**config.mk**
```make
export PLATFORM = sky130hd
export DESIGN_NAME = riscv_pipe_sched
export DESIGN_NICKNAME = d
export VERILOG_FILES = /design/src/rtl/riscv_pipe_sched.sv
export SDC_FILE = /design/constraint.sdc
export NUM_CORES = 1
export LEC_CHECK = 0
export ABC_AREA = 1
export CAP_MARGIN = 10
export CORE_MARGIN = 2
export CORE_UTILIZATION = 36
export CTS_CLUSTER_SIZE = 8
export DETAILED_ROUTE_END_ITERATION = 7
export HOLD_SLACK_MARGIN = 0.15
export PLACE_DENSITY = 0.84
export SLEW_MARGIN = 10
export SYNTH_ARGS = -nofsm -noshare
export SYNTH_HDL_FRONTEND = slang
export SYNTH_SLANG_ARGS = --single-unit
```
**constraint.sdc**
```tcl
create_clock -name clk -period 1.8 [get_ports clk]
set_input_delay 0.36 -clock clk [delete_from_list [all_inputs] [get_ports clk]]
set_output_delay 0.36 -clock clk [all_outputs]
set_load 0.005 [all_outputs]
```
**src/rtl/riscv_pipe_sched.sv**
```systemverilog
// Pipeline sequencing controller: merges branch flush, load-use stall and MDU occupancy
// into per-stage write enables and flushes. Optional perf counters under RISCV_PIPE_PERF_EN.
module riscv_pipe_sched #(
  parameter int unsigned HOLD_CYCLES = 2,
  parameter int unsigned MDU_TIMEOUT = 64
) (
  input  logic        clk,
  input  logic        rst_n,
  input  logic        branch_taken_i,
  input  logic        load_use_i,
  input  logic        mdu_start_i,
  input  logic        mdu_done_i,
  output logic        pc_sel_o,
  output logic        pc_we_o,
  output logic        ifid_we_o,
  output logic        idex_we_o,
  output logic        exmem_we_o,
  output logic        ifid_flush_o,
  output logic        idex_flush_o,
  output logic        exmem_flush_o,
  output logic        mdu_kill_o,
  output logic        mdu_err_o,
  output logic [31:0] stall_cnt_o,
  output logic [31:0] flush_cnt_o
);

  localparam int unsigned HW = (HOLD_CYCLES > 1) ? $clog2(HOLD_CYCLES) : 1;
  localparam int unsigned TW = $clog2(MDU_TIMEOUT);

  typedef enum logic [1:0] {S_HOLD, S_RUN, S_MDU_WAIT} state_t;

  state_t          state, state_nxt;
  logic [HW-1:0]   hold_cnt;
  logic [TW-1:0]   wait_cnt;
  logic            branch_act;
  logic            timeout;

  always_comb begin
    state_nxt     = state;
    pc_sel_o      = 1'b0;
    pc_we_o       = 1'b1;
    ifid_we_o     = 1'b1;
    idex_we_o     = 1'b1;
    exmem_we_o    = 1'b1;
    ifid_flush_o  = 1'b0;
    idex_flush_o  = 1'b0;
    exmem_flush_o = 1'b0;
    mdu_kill_o    = 1'b0;
    branch_act    = 1'b0;
    timeout       = 1'b0;
    case (state)
      S_HOLD: begin
        pc_we_o       = 1'b0;
        ifid_flush_o  = 1'b1;
        idex_flush_o  = 1'b1;
        exmem_flush_o = 1'b1;
        if (hold_cnt == HW'(HOLD_CYCLES - 1)) state_nxt = S_RUN;
      end
      S_RUN: begin
        if (branch_taken_i) begin
          branch_act    = 1'b1;
          pc_sel_o      = 1'b1;
          ifid_flush_o  = 1'b1;
          idex_flush_o  = 1'b1;
          exmem_flush_o = 1'b1;
        end else if (mdu_start_i) begin
          // a same-cycle done means a single-cycle result: no stall at all
          if (!mdu_done_i) begin
            pc_we_o       = 1'b0;
            ifid_we_o     = 1'b0;
            idex_we_o     = 1'b0;
            exmem_flush_o = 1'b1;
            state_nxt     = S_MDU_WAIT;
          end
        end else if (load_use_i) begin
          pc_we_o      = 1'b0;
          ifid_we_o    = 1'b0;
          idex_flush_o = 1'b1;
        end
      end
      S_MDU_WAIT: begin
        if (branch_taken_i) begin
          branch_act    = 1'b1;
          pc_sel_o      = 1'b1;
          ifid_flush_o  = 1'b1;
          idex_flush_o  = 1'b1;
          exmem_flush_o = 1'b1;
          mdu_kill_o    = 1'b1;
          state_nxt     = S_RUN;
        end else if (mdu_done_i) begin
          state_nxt = S_RUN;
        end else begin
          pc_we_o       = 1'b0;
          ifid_we_o     = 1'b0;
          idex_we_o     = 1'b0;
          exmem_flush_o = 1'b1;
          if (wait_cnt == TW'(MDU_TIMEOUT - 1)) begin
            timeout    = 1'b1;
            mdu_kill_o = 1'b1;
            state_nxt  = S_RUN;
          end
        end
      end
      default: state_nxt = S_HOLD;
    endcase
  end

  always_ff @(posedge clk or negedge rst_n) begin
    if (!rst_n) begin
      state     <= S_HOLD;
      hold_cnt  <= '0;
      wait_cnt  <= '0;
      mdu_err_o <= 1'b0;
    end else begin
      state     <= state_nxt;
      hold_cnt  <= (state == S_HOLD) ? hold_cnt + 1'b1 : '0;
      // cleared whenever not waiting, so each MDU_WAIT entry starts from zero
      wait_cnt  <= (state == S_MDU_WAIT) ? wait_cnt + 1'b1 : '0;
      mdu_err_o <= mdu_err_o | timeout;
    end
  end

`ifdef RISCV_PIPE_PERF_EN
  always_ff @(posedge clk or negedge rst_n) begin
    if (!rst_n) begin
      stall_cnt_o <= '0;
      flush_cnt_o <= '0;
    end else begin
      if (state != S_HOLD && !pc_we_o) stall_cnt_o <= stall_cnt_o + 32'd1;
      if (branch_act)                  flush_cnt_o <= flush_cnt_o + 32'd1;
    end
  end
`else
  assign stall_cnt_o = '0;
  assign flush_cnt_o = '0;
`endif

endmodule

```
==> impl_metrics.yaml <==
global_routing:
  antenna_found_initial: 0
  grt_pass1_vias: 689
  grt.overflow.total: 0
  track_usage_pct: 10.9
  grt_max_degree: 11
  grt_pass1_wl_um: 2950
drt:
  viasPerCell: 3.57
  firstDrtPassIters: 4
  num_vias: 821
  drt_iter0_drc: 17
  wl_per_cell_um: 8.30
  drc: 0
  route.antenna.remaining_nets: 0
  wl_um: 1910
setup_path:
  critPathSlowestCell: "dfrtp_1"
  crit_type: "flop to primary output"
  start_kind: "flop"
  crit_top_cell: "buf_6"
  path_cells: "buf_6, ha_4, buf_6, o211ai_1, a21oi_1, buf_2"
  worstSetupEndpointType: "primary output"
  cpLargestDelayFamily: "flip-flops"
  critPathRequiredTime_ns: 1.44
  critPathBufInv: 3
  cp_data_arrival_time_ns: 1.51
  cp_max_fo: 4
  crit_cells: 6
  rr_worst_depth: 11
  crit_path_max_incr_delay_ns: 0.41
die:
  die_w_um: 60.8
  core_area_um2: 3050
  fp.dieH_um: 60.8
  rows: 20
  die_area_um2: 3700
  start_util_pct: 38.1
  design.portCount: 80
layout:
  drive_above_1_share_pct: 28.5
  nets: 198
  antenna_cells: 0
  syn2layout_area_growth_pct: 11.7
run:
  maxCapViolations: 0
logic_synthesis:
  yosysMostFrequentCell: "buf_4"
  netlist.area_leader.share_pct: 43.3
  synthCells: 156
  synth.area.top_cells: "buf_4 (43%), dfrtp_1 (22%), nand2_1 (7.1%)"
  synth_common_cells: "buf_4 (67), nand2_1 (22), inv_1 (13), nor2_1 (11), dfrtp_1 (10)"
  synthArstFlopShare_pct: 100
  synth.distinct_cells: 17
  yosysWarnings: 0
  syn_area_um2: 1160
  synth-seq-area-share_pct: 21.5
  synth_top_area_cell: "buf_4"
  synth_enable_flop_cells: 0
  ys_seq_elements: 10
  ys.flop_type: "dfrtp_1"
  syn_area_per_cell_um2: 7.45
status:
  status: "finished with violations"
  violations: "negative setup slack"
place:
  dpl.hpwl_um: 1510
  io_buffer_count: 14
  dp_slack_ns: -0.364
  place.gp.congestion: 0.774
timing:
  fmax_mhz: 534
  rsz0062_at_grt: "yes"
  whs_ns: 0.399
  finalSetupViolCount: 1
  fin_crit_ns: 1.87
  maxSlewViolCount: 0
  finalHoldViolations: 0
  finClkSkew_ns: 0.00398
  worst_slack_ns: -0.0735
  min_period_over_period_pct: 104
pwr:
  clock_power_share_pct: 12.8
  p_int_mw: 0.926
  power_leakage_nw: 0.736
  swShare_pct: 41.5
  seqPwrFrac_pct: 18.6
  combPwrFrac_pct: 68.6
  switching_power_mw: 0.656
  peakVddDrop_v: 0.000347
  powerDensity_nw_per_um2: 1220
clocking:
  cts_buffer_depth: 2
  path_clk_slew_ns: 0.07
  insertion_delay_ns: 0.27
  cts_root_buf: "clkbuf_4"
  postCtsHoldBufs: 0
  clkSinkCount: 10
  cts_made_buffers: 3
  htree_levels: 1
  tritoncts: "yes"
hold_path:
  min_path_type: "input pin to async pin"
[timing repair]
item,in CTS,in global routing
setup endpoints to repair,8,7
gates resized for setup,54,6
pin swaps,7,7
setup buffers,3,0
[worst reg2reg max path, cell delays in order, from the launching register on]
cell     delay, ns
dfrtp_1       0.39
buf_6         0.12
inv_4         0.03
buf_6         0.10
ha_4          0.16
buf_4         0.14
nand2_1       0.06
nand2_1       0.08
nor2_4        0.15
nand2_2       0.09
nand2_1       0.06
nand2_1       0.05
[cells in the final DEF (no fill, tap or decap), drive strengths merged, types with 5 or more instances in the layout]
| cell | instances |
|---|---|
| ha | 5 |
| nor2 | 14 |
| conb | 65 |
| a21oi | 7 |
| dfrtp | 10 |
| clkdlybuf4s50 | 5 |
| nand2 | 27 |
| buf | 24 |
| inv | 13 |
[sequential cells by signal (all words and copies together), names as in the netlist]
signal,flops
wait_cnt,6
hold_cnt,1
state,2
mdu_err_o,1
[through the flow]
stage          cell area, µm²  std cells  total power, mW  TNS [ns]  util (%)
6_report                 1300        230             1.58   -0.0735      42.5
2_1_floorplan            1400        219            0.873         0         -
4_1_cts                  1280        230             1.53   -0.0674      42.1
3_3_place_gp             1190        223             1.23     -2.38      38.9
3_5_place_dp             1190        223             1.25     -2.52      38.9
5_1_grt                  1300        230             1.73    -0.272      42.5
[power by group through the flow]
stage	Sequential [mW]	Combinational [mW]	Clock, mW
2_1_floorplan	0.298	0.574	0
3_3_place_gp	0.293	0.937	0
3_5_place_dp	0.295	0.951	0
4_1_cts	0.293	1.03	0.212
5_1_grt	0.296	1.21	0.223
6_report	0.294	1.08	0.203
[routing by layer]
layer	global-route usage (%)	wire length, µm	up-vias
met1	12.8	696	368
met2	18.0	1030	39
li1	-	-	410
met4	5.59	38	0
met3	3.20	146	4
met5	0	0	-
[path summary, 6_finish.rpt]
kind | from | end | slack (ns)
worst max-delay path | state[1]$_DFFE_PN0P_ | exmem_flush_o | -0.07
worst min-delay path | rst_n | state[1]$_DFFE_PN0P_ | 0.40
worst max register to register | state[1]$_DFFE_PN0P_ | state[0]$_DFFE_PN0P_ | 0.26
worst min register to register | mdu_err_o$_DFF_PN0_ | mdu_err_o$_DFF_PN0_ | 0.48
max in group asynchronous | rst_n | mdu_err_o$_DFF_PN0_ | 1.10
min in group clk | mdu_err_o$_DFF_PN0_ | mdu_err_o$_DFF_PN0_ | 0.48
[cell type report]
cell class                      count  area (µm²)
Inverter                           13        51.3
Clock buffer                        4        36.3
Sequential cell                    10         250
Tap cell                           44        55.1
Fill cell                         319        1750
Multi-Input combinational cell    129         666
Timing Repair Buffer               30         240
[logic make-up after synthesis]
group                      after synthesis  share of synthesized area (%)
other                                    2                          0.646
adders and majority gates                5                           5.38
DFF                                     10                           21.5
and+or+nand+nor                         44                           17.5
AOI/OAI and AO/OA                       15                           7.43
buffers and inverters                   80                           47.5
Note: power is estimated with default switching activity, not from simulation.
